--- config.mk ---
export PLATFORM = sky130hd
export DESIGN_NAME = apb_norflash_bridge
export DESIGN_NICKNAME = d
export VERILOG_FILES = /design/src/rtl/apb_norflash_bridge.sv
export SDC_FILE = /design/constraint.sdc
export NUM_CORES = 1
export LEC_CHECK = 0
export CAP_MARGIN = 30
export CELL_PAD_IN_SITES_DETAIL_PLACEMENT = 0
export CELL_PAD_IN_SITES_GLOBAL_PLACEMENT = 1
export CORE_ASPECT_RATIO = 0.75
export CORE_UTILIZATION = 41
export CTS_BUF_LIST = sky130_fd_sc_hd__clkbuf_4 sky130_fd_sc_hd__clkbuf_8
export DETAILED_ROUTE_END_ITERATION = 10
export GPL_ROUTABILITY_DRIVEN = 0
export HOLD_SLACK_MARGIN = 0.08
export PLACE_DENSITY = 0.83
export SYNTH_ARGS = -nofsm -noshare
export SYNTH_HDL_FRONTEND = slang
export SYNTH_SLANG_ARGS = --single-unit
--- constraint.sdc ---
create_clock -name sys_clk -period 4.1 [get_ports sys_clk]
set_clock_uncertainty 0.2 [all_clocks]
set_input_delay 0.615 -clock sys_clk [delete_from_list [all_inputs] [get_ports sys_clk]]
set_output_delay 0.615 -clock sys_clk [all_outputs]
set_load 0.05 [all_outputs]
--- src/rtl/apb_norflash_bridge.sv ---
// APB3 register front-end for the NOR flash controller: launches one read, byte-program
// or sector-erase command over a req/ack handshake and reports completion, error and timeout.
module apb_norflash_bridge #(
   parameter int unsigned ASIZE   = 22,
   parameter int unsigned DSIZE   = 8,
   parameter int unsigned TMO_RST = 50_000_000
) (
   input  logic             sys_clk,
   input  logic             sys_rst_n,
   input  logic             psel,
   input  logic             penable,
   input  logic             pwrite,
   input  logic [7:0]       paddr,
   input  logic [31:0]      pwdata,
   output logic [31:0]      prdata,
   output logic             pready,
   output logic             pslverr,
   output logic [2:0]       sys_cmd_o,
   output logic             flash_req_o,
   input  logic             flash_ack_i,
   output logic [ASIZE-1:0] sys_rd_addr_o,
   output logic [ASIZE-1:0] sys_wr_addr_o,
   output logic [DSIZE-1:0] sys_data_o,
   input  logic [DSIZE-1:0] sys_data_i,
   output logic             irq_o
);

   typedef enum logic [1:0] {ST_IDLE, ST_REQ, ST_WAIT, ST_GAP} state_t;

   localparam logic [5:0] OFF_CTRL    = 6'd0;
   localparam logic [5:0] OFF_ADDR    = 6'd1;
   localparam logic [5:0] OFF_WDATA   = 6'd2;
   localparam logic [5:0] OFF_RDATA   = 6'd3;
   localparam logic [5:0] OFF_STATUS  = 6'd4;
   localparam logic [5:0] OFF_TIMEOUT = 6'd5;

   state_t            r_state;
   state_t            w_next_state;
   logic [2:0]        r_cmd;
   logic              r_ie;
   logic [ASIZE-1:0]  r_addr;
   logic [DSIZE-1:0]  r_wdata;
   logic [DSIZE-1:0]  r_rdata;
   logic              r_done;
   logic              r_err;
   logic              r_tmo;
   logic [31:0]       r_timeout;
   logic [31:0]       r_cnt;
   logic              r_req;

   logic [5:0]        w_off;
   logic              w_acc;
   logic              w_wr;
   logic              w_rd;
   logic              w_mapped;
   logic              w_busy;
   logic              w_cfg_off;
   logic              w_wr_blocked;
   logic              w_start;
   logic              w_bad_cmd;
   logic              w_launch;
   logic              w_cfg_wr;
   logic              w_st_wr;
   logic              w_ack;
   logic              w_tmo_hit;
   logic [31:0]       w_tmo_eff;
   logic [31:0]       w_rd_mux;
   logic              w_unused;

   assign w_unused = ^paddr[1:0];

   assign w_off        = paddr[7:2];
   assign w_acc        = psel & penable;
   assign w_wr         = w_acc & pwrite;
   assign w_rd         = w_acc & ~pwrite;
   assign w_mapped     = (w_off <= OFF_TIMEOUT);
   assign w_busy       = (r_state != ST_IDLE);
   assign w_cfg_off    = (w_off == OFF_CTRL) | (w_off == OFF_ADDR) |
                         (w_off == OFF_WDATA) | (w_off == OFF_TIMEOUT);
   assign w_wr_blocked = w_wr & w_busy & w_cfg_off;
   assign w_cfg_wr     = w_wr & ~w_busy;
   assign w_st_wr      = w_wr & (w_off == OFF_STATUS);
   assign w_start      = w_cfg_wr & (w_off == OFF_CTRL) & pwdata[16];
   assign w_bad_cmd    = w_start & (pwdata[2:0] > 3'd2);
   assign w_launch     = w_start & ~w_bad_cmd;

   // TIMEOUT of 0 is treated as 1 so the compare below never wraps
   assign w_tmo_eff = (r_timeout == '0) ? 32'd1 : r_timeout;
   assign w_ack     = (r_state == ST_WAIT) & flash_ack_i;
   assign w_tmo_hit = (r_state == ST_WAIT) & ~flash_ack_i & (r_cnt == (w_tmo_eff - 32'd1));

   always_ff @(posedge sys_clk or negedge sys_rst_n) begin
      if (!sys_rst_n) begin
         r_state <= ST_IDLE;
      end else begin
         r_state <= w_next_state;
      end
   end

   always_comb begin
      w_next_state = r_state;
      case (r_state)
         ST_IDLE: if (w_launch) w_next_state = ST_REQ;
         ST_REQ:  w_next_state = ST_WAIT;
         ST_WAIT: if (w_ack || w_tmo_hit) w_next_state = ST_GAP;
         ST_GAP:  w_next_state = ST_IDLE;
         default: w_next_state = ST_IDLE;
      endcase
   end

   // req is high exactly for the WAIT cycles, giving a low GAP cycle before any relaunch
   always_ff @(posedge sys_clk or negedge sys_rst_n) begin
      if (!sys_rst_n) begin
         r_req <= 1'b0;
         r_cnt <= '0;
      end else begin
         r_req <= (w_next_state == ST_WAIT);
         if (r_state == ST_REQ) begin
            r_cnt <= '0;
         end else if (r_state == ST_WAIT) begin
            r_cnt <= r_cnt + 32'd1;
         end
      end
   end

   always_ff @(posedge sys_clk or negedge sys_rst_n) begin
      if (!sys_rst_n) begin
         r_cmd     <= '0;
         r_ie      <= 1'b0;
         r_addr    <= '0;
         r_wdata   <= '0;
         r_timeout <= 32'(TMO_RST);
      end else if (w_cfg_wr) begin
         case (w_off)
            OFF_CTRL: begin
               r_cmd <= pwdata[2:0];
               r_ie  <= pwdata[8];
            end
            OFF_ADDR:    r_addr    <= pwdata[ASIZE-1:0];
            OFF_WDATA:   r_wdata   <= pwdata[DSIZE-1:0];
            OFF_TIMEOUT: r_timeout <= pwdata;
            default: ;
         endcase
      end
   end

   always_ff @(posedge sys_clk or negedge sys_rst_n) begin
      if (!sys_rst_n) begin
         r_rdata <= '0;
         r_done  <= 1'b0;
         r_err   <= 1'b0;
         r_tmo   <= 1'b0;
      end else begin
         if (w_ack && (r_cmd == 3'd0)) begin
            r_rdata <= sys_data_i;
         end
         if (w_ack) begin
            r_done <= 1'b1;
         end else if (w_launch || (w_st_wr && pwdata[1])) begin
            r_done <= 1'b0;
         end
         if (w_wr_blocked || w_bad_cmd) begin
            r_err <= 1'b1;
         end else if (w_st_wr && pwdata[2]) begin
            r_err <= 1'b0;
         end
         if (w_tmo_hit) begin
            r_tmo <= 1'b1;
         end else if (w_launch || (w_st_wr && pwdata[3])) begin
            r_tmo <= 1'b0;
         end
      end
   end

   always_comb begin
      w_rd_mux = '0;
      case (w_off)
         OFF_CTRL: begin
            w_rd_mux[2:0] = r_cmd;
            w_rd_mux[8]   = r_ie;
         end
         OFF_ADDR:    w_rd_mux[ASIZE-1:0] = r_addr;
         OFF_WDATA:   w_rd_mux[DSIZE-1:0] = r_wdata;
         OFF_RDATA:   w_rd_mux[DSIZE-1:0] = r_rdata;
         OFF_STATUS:  w_rd_mux[3:0]       = {r_tmo, r_err, r_done, w_busy};
         OFF_TIMEOUT: w_rd_mux            = r_timeout;
         default: ;
      endcase
   end

   assign prdata        = w_rd ? w_rd_mux : '0;
   assign pready        = 1'b1;
   assign pslverr       = w_acc & (~w_mapped | w_wr_blocked);
   assign sys_cmd_o     = r_cmd;
   assign flash_req_o   = r_req;
   assign sys_rd_addr_o = r_addr;
   assign sys_wr_addr_o = r_addr;
   assign sys_data_o    = r_wdata;
   assign irq_o         = r_ie & (r_done | r_tmo);

endmodule

==> results, run 1 <==
- After layout, the worst setup slack is 212 ps.
- The fraction of the yosys area taken by sequential cells is between 40 and 50%.
- For this run, asynchronously set or reset flops after synthesis account for 100%.
- Static timing analysis puts the maximum clock frequency at roughly 260 MHz.
- After synthesis, the mean cell area works out to just under 10 µm².
- The static leakage is approximately 4 nW.
- The worst register-to-register path has a depth of 14.
- The number of placed I/O pins is 145.
- The max-slew violation total from the final report came to 0.
- The number of DRC violations after detailed routing is 0.
- The number of instances in the synthesized netlist is 716.
- The cell type group with the largest total delay on the critical path is simple AND/OR/NAND/NOR gates.
- The number of nets in the synthesized netlist is between 700 and 800.
- The final-report setup violation count is 0.
- The number of buffers and inverters on the critical path is 0.
- The depth of the critical timing path with buffers and inverters included is 14.
- The clock share of power is between 20% and 30%.
- The kind of end point of the critical path is a register.
- Before CTS, the worst setup slack after placement is ~81 ps.
- Yosys mapped a number of flops with a built-in enable equal to 0.
- The clock passes through at most 2 buffers.
- Dividing total power by cell area gives a power density of 372 nW/µm².
- The H-tree was split into 3 levels.
- The number of failing hold endpoints at the final stage came to 0.
- On the worst path, the slowest cell contributes a delay of between 600 and 700 ps.
- Measured against its own limit, the worst slew margin works out to between 30% and 40%.
- In the final routed layout, each cell accounts on average for 18.9 µm.
- The initial utilization of the core area, before any placement, comes to between 40 and 50%.
- The startpoint type of the worst setup path is a register.
- The ratio of routed vias to standard cells is around 5.7.
- The total overflow reported by the global router is 0.
- For this run, the leading register cell type out of synthesis is dfrtp_1.
- The flow ran to the end, and the final reports show no timing, DRC or antenna violations.
- The tool flagged a number of max-cap violations equal to 0.
- The worst path arrival time is 3980 ps.
- The via count is approximately 6000.
- The post-route netlist has between 20 and 25% of its cells at a drive strength greater than 1.
- During synthesis, Yosys emitted a total of 0 warnings.
- The net switching component of the power is between 0.001 and 0.0015 W.
- The area used by sequential logic in the layout is 2820 µm².
- At the later pin of the worst-skew pair, clock insertion delay measures approximately 400 ps.
- The share of Yosys cell area claimed by the top area cell type is between 30 and 40%.
- Sorting the synthesized cells by how often they occur yields dfrtp_1 (100), nor2_1 (75), mux2_2 (72).
- The internal power of the cells totals approximately 0.0021 W.
- At the pin with the least slew margin, the transition time is around 920 ps.
- The worst-case IR drop observed on VDD is 199 µV.
- The initialized floorplan defines 40 standard-cell rows.
- The library cell used as clock root buffer is clkbuf_8.
- The number of search-and-repair iterations in the first detailed-routing pass is 4.
- The number of antenna-violating nets in the routed design is 0.
- The floorplan die height is ~120 µm.
- The logic gate share of total power is approximately two fifths.
- The width of the die is approximately 150 µm.
- The via count of the first global-routing pass is 6053.
- The final period utilization is a little over nine tenths.
- The min-delay analysis places its worst path in the category register to register.
- Sequential cells account for 39.3% of the total power.
- The detailed router finished its first iteration with between 300 and 400 violations.
- In this run, placement finished with an instance count of about 1000.
- The initial antenna violation count is 0.
- The filler cells instantiated in the layout total around 1400.
- In the final design database the tool counted about 900 nets.
- The largest net degree at the start of global routing is 50.
- The overall routed net length is 20.0 mm.
- The all-layer global routing usage is between 20% and 30%.
- The net switching share of the total power is approximately 38%.
- The highest fanout seen on the critical path is 7.
- The clock transition at the register clock pins on the worst setup and hold paths after CTS is 100 ps.
- Synthesis instantiated between 60 and 70 different standard cells from the library.
- The total negative setup slack is 0 ps.
- The count of input and output buffers is roughly 140.
- Once layout is complete, the cells apart from fillers number approximately 1100.
- The critical path goes through nor3_2 > nand4_1 > nor2_1 > a21oi_2 > ha_2 > or4b_1 > nor4_2 > nand3_1 > xnor2_1 > a211o_1 > nor4_2 > a41oi_1 > a21oi_2 > nor2b_1.
- In this run the standard cell core region covers 16400 µm².
- The total power draw is approximately 0.0034 W.
- Setup repair after global routing left no endpoint under its margin.
- Synthesis inferred around 110 register bits.
- The most instantiated library cell after synthesis is dfrtp_1.
- The area added between synthesis and finish is 31.0%.
- The area used by multi-input combinational logic is 3820 µm².
- The depth of the worst hold-timing path is 2.
- The placed wire-length estimate after detailed placement is about 15 mm.
- After synthesis, the cell types taking the most area are dfrtp_1 (36%), mux2_2 (12%), mux2i_1 (4.9%).
- Counting I/O delays and the setup requirement, the final critical path takes 3890 ps.
- The slowest stage of the critical path belongs to the cell dfstp_2.
- The clock sink total is between 100 and 150.
- The number of CTS-inserted buffers is 9.
- Of all cell types, the one taking the most synthesized area is dfrtp_1.
- The first global-routing pass estimated approximately 32 mm of wire.
- The post-synthesis instance area is between 7000 and 8000 µm².
- The setup path with the least slack is of type register to register.
- 0 antenna diodes ended up in the layout.
- TritonCTS built the clock tree.
- The required time of the critical path is 4190 ps.
- The die covers around 18000 µm².
[repair_timing]
action,in CTS,in global routing
hold endpoints to repair,33,0
buffers inserted,0,3
setup endpoints to repair,0,2
hold buffers,1,0
gates resized for setup,0,3
[path summary, 6_finish.rpt]
path                                from           endpoint  slack (ps)
max                        r_timeout[17]        flash_req_o         210
min                                r_err              r_err         310
max reg2reg                r_timeout[17]        flash_req_o         210
min reg2reg                        r_err              r_err         310
max in group asynchronous      sys_rst_n         r_state[1]        2120
min in group asynchronous      sys_rst_n  sys_rd_addr_o[18]         530
[cells by family after synthesis]
family	after synthesis	share of synthesized area (%)
AO/OA/AOI/OAI	92	8.78
XOR/XNOR	55	6.88
adder cells (fa/ha/maj)	6	1.07
buffers and inverters	69	5.45
flip-flops	112	40.3
multiplexers	106	16.4
other	1	0.0536
AND/OR/NAND/NOR	275	21.1
[final cells by class]
cell class	instances	area share, %
repair buffers	175	22.1
well taps	210	2.87
clock inverters	6	0.737
inverters	10	0.409
multi-input cells	535	41.7
clock buffers	10	1.50
flip-flops and latches	112	30.7
[worst register-to-register path, delay by kind of cell (launching register included)]
family                     cells  cell delay [ps]
adders and majority gates      1              250
AOI/OAI and AO/OA              4              820
xor gates and xnor gates       1              160
DFF                            1              630
and+or+nand+nor                8             1720
[state kept, by name (all words and copies together), names as in the netlist, 2 cells and up]
name / cells
r_cnt: 32
r_timeout: 32
sys_rd_addr_o: 22
r_rdata: 8
sys_data_o: 8
sys_cmd_o: 3
r_state: 2
[layer usage]
| layer | wire [µm] | up-vias | track usage (%) |
|---|---|---|---|
| li1 | - | 2787 | - |
| met1 | 9540 | 2968 | 34.0 |
| met2 | 8500 | 243 | 35.2 |
| met3 | 1650 | 18 | 5.99 |
| met4 | 290 | 0 | 6.53 |
| met5 | 0 | - | 0 |
[stage by stage]
stage / instance area (µm²) / utilization (%) / hold slack (ps)
after floorplan: 7000 / - / 119
after global placement: 8890 / 54.3 / 273
after detailed placement: 8920 / 54.5 / 277
after CTS: 9130 / 55.8 / 312
after global routing: 9170 / 56.0 / 348
final: 9170 / 56.0 / 311
[cells in the final DEF, fill, tap and decap left out, types with 4 or more instances in the layout]
| cell | synthesis | layout |
|---|---|---|
| nand2b_1 | 6 | 6 |
| inv_1 | 10 | 10 |
| a21oi_1 | 22 | 21 |
| nor4_2 | 4 | 4 |
| o221ai_1 | 5 | 5 |
| xnor2_1 | 23 | 23 |
| buf_4 | 23 | 32 |
| o21ai_1 | 4 | 4 |
| nor3_2 | 5 | 6 |
| nand4_1 | 9 | 9 |
| nand3_1 | 23 | 23 |
| o31ai_1 | 5 | 5 |
| xor2_1 | 32 | 32 |
| clkdlybuf4s50_1 | 0 | 106 |
| nor2b_1 | 5 | 5 |
| and3_1 | 16 | 16 |
| buf_12 | 0 | 34 |
| nand2_1 | 64 | 64 |
| nor2_1 | 75 | 75 |
| nor3_1 | 12 | 11 |
| clkbuf_8 | 0 | 10 |
| o22a_1 | 4 | 4 |
| ha_1 | 6 | 5 |
| a31oi_1 | 6 | 6 |
| dfrtp_1 | 100 | 100 |
| mux2i_1 | 34 | 34 |
| or3_1 | 20 | 20 |
| o21ai_0 | 17 | 17 |
| nor4_1 | 8 | 8 |
| mux2_2 | 72 | 72 |
| dfstp_2 | 12 | 12 |
[power by group through the flow]
| stage | Sequential (W) | Clock, W | Combinational [W] |
|---|---|---|---|
| after floorplan | 0.00138 | 0 | 0.000924 |
| after global placement | 0.00135 | 0 | 0.00131 |
| after detailed placement | 0.00136 | 0 | 0.00133 |
| after CTS | 0.00134 | 0.000719 | 0.00134 |
| after global routing | 0.00136 | 0.000755 | 0.00150 |
| final | 0.00134 | 0.000697 | 0.00137 |
Note: power is estimated with default switching activity, not from simulation.
==> run 2, diff against run 1 <==
Settings changed: CAP_MARGIN 30 to 0.
==> results, run 2 (synthesis results as in run 1) <==
- The flow ran to the end, and the final reports show no timing, DRC or antenna violations.
- The overall routed net length is around 20 mm.
- Once routing completed, OpenROAD measured the worst setup slack at between 200 and 250 ps.
- The initial antenna violation count was 0.
- Of the total power, registers draw around two fifths.
- The die outline area is around 18000 µm².
- For this run, the detailed router's first-pass iteration total came to 6.
- The maximum resistive drop on vdd is about 180 µV.
- The instance area after placement is ~8900 µm².
- OpenSTA, run right after detailed placement, puts the worst setup slack at just over 50 ps.
- After clock tree synthesis, the clock-pin slew on the worst setup and hold paths is ~110 ps.
- For the pin with the worst max-slew slack, the measured transition is around 1100 ps.
- The total overflow reported by the global router is 0.
- The logic gate share of total power is around two fifths.
- Setup violations remaining at the end of the flow were counted as 0.
- The net switching share of the total power is 38.3%.
- At the worst endpoint, the required time is approximately 4200 ps.
- The HPWL after detailed placement is ~15 mm.
- The kind of end point of the critical path is a register.
- The critical path goes through nor3_4 > nand4_1 > nor2_1 > a21oi_2 > ha_2 > or4b_4 > nor4_2 > nand3_1 > xnor2_1 > a211o_1 > nor4_2 > a41oi_1 > a21oi_2 > nor2b_1.
- Clock tree synthesis inserted a total of 9 buffers.
- The net switching component of the power is 0.00129 W.
- In the final routed layout, each cell accounts on average for 18.8 µm.
- The count of nets left with antenna violations once routing finished came out at 0.
- The cell internal power dissipation is about 0.0021 W.
- The net total in the final layout is 902.
- The ratio of routed vias to standard cells is around 5.7.
- Per report_power, the clock group accounts for 18.9% of the total.
- The final critical path takes up 94.4% of the cycle.
- For this design the ratio of total power to cell area is around 370 nW/µm².
- The worst pin sits at a relative slew slack of between 20% and 30%.
- The max-slew violation total from the final report is 0.
- The cell family contributing the most delay on the critical path is simple AND/OR/NAND/NOR gates.
- Across the run, the number of max-cap violations was 0.
- The all-layer global routing usage is a little under a quarter.
- The detailed router finished its first iteration with approximately 400 violations.
- In the final layout, the share of cells above drive strength 1 is between 20% and 30%.
- The number of buffers and inverters on the critical path is 0.
- Setup total negative slack on the finished layout was measured at 0 ps.
- From left edge to right edge, the die measures roughly 150 µm.
- Clock latency on the worst-skew pair, taken at its later pin, is between 300 and 400 ps.
- The root buffer cell chosen for the clock tree is clkbuf_8.
- The diode insertion count for antenna repair is 0.
- The worst hold slack is ~200 ps.
- The largest individual stage delay along the critical path comes from the cell dfstp_2.
- The via count is around 6000.
- The minimum clock period is ~3900 ps.
- The summed area of non-filler cells in the final layout is between 9000 and 10000 µm².
- The effective utilization at floorplan is 42.8%.
- The cts-stage hold buffer count is 0.
- The setup path with the least slack is of type register to register.
- The clock net in this run drives a total of about 110 sinks.
- The largest net degree at the start of global routing is 89.
- The worst path arrival time is 3950 ps.
- Setup repair after global routing left no endpoint under its margin.
- The area added between synthesis and finish is 30.3%.
- CTS built an H-tree with a depth of 3.
- The count of input and output buffers is 141.
- The startpoint type of the worst setup path is a register.
- The via count of the first global-routing pass is 5918.
- The worst stage delay on the critical path is ~620 ps.
- The global-route wire length before repair is roughly 32 mm.
- The library cell used most frequently in the layout, excluding fill and tap cells, is clkdlybuf4s50_1.
- The floorplan die height is about 120 µm.
- The maximum frequency from static timing analysis is between 200 and 300 MHz.
- The placement row count is 40.
- The TritonCTS clock tree is yes.
- The number of placed I/O pins is around 150.
- In this run the static leakage power is between 4 and 5 nW.
- The total area inside the core boundary comes to 16400 µm².
- The worst-case clock buffer depth is 2.
- In the layout the commonest cells are clkdlybuf4s50_1 (106), dfrtp_1 (100), nor2_1 (74).
- Along the worst path, the maximum fanout reaches 7.
- The number of DRC violations after detailed routing is 0.
- In this run the worst hold path is classified as input pin to asynchronous set/reset pin.
- The number of failing hold endpoints at the final stage is 0.
run 2: area by class of cell:
class,count,area [µm²]
Fill cell,1409,7250
Multi-Input combinational cell,535,3830
Sequential cell,112,2820
Timing Repair Buffer,174,1990
Tap cell,210,263
Clock buffer,11,139
Clock inverter,5,41.3
Inverter,10,37.5
run 2: repair_timing:
| action | in CTS | in global routing |
|---|---|---|
| buffers inserted | 0 | 4 |
| setup endpoints to repair | 0 | 2 |
| gates resized for setup | 0 | 5 |
run 2: worst paths after layout:
kind | from | endpoint | slack, ps | cells past startpoint
worst min register to register | r_err | r_err | 310 | 2
worst max-delay path | r_timeout[15] | flash_req_o | 230 | 14
min in group sys_clk | r_err | r_err | 310 | 2
worst max register to register | r_timeout[15] | flash_req_o | 230 | 14
worst min-delay path | sys_rst_n | sys_rd_addr_o[12] | 200 | 1
max in group asynchronous | sys_rst_n | r_state[1] | 2500 | 2
run 2: routing by layer:
layer | track usage (%) | wire length [µm] | part of all wire (%) | vias up
li1 | - | - | - | 2779
met1 | 34.4 | 9620 | 48 | 2952
met2 | 34.9 | 8430 | 42 | 226
met3 | 5.39 | 1580 | 7.9 | 18
met4 | 6.13 | 267 | 1.3 | 0
met5 | 0 | 0 | 0 | -
run 2: power by group through the flow:
stage	clock, W	combinational, W	sequential (W)
floorplan	0	0.000924	0.00138
global route	0.000694	0.00152	0.00136
global placement	0	0.00131	0.00135
CTS	0.000659	0.00134	0.00134
detailed placement	0	0.00133	0.00136
finish	0.000633	0.00138	0.00134
run 2: stage by stage:
step           power, W  std cells  util (%)
4_1_cts         0.00334       1053      55.4
3_5_place_dp    0.00270       1037      54.3
6_report        0.00336       1057      55.7
3_3_place_gp    0.00266       1037      54.3
2_1_floorplan   0.00230        716         -
5_1_grt         0.00357       1057      55.7
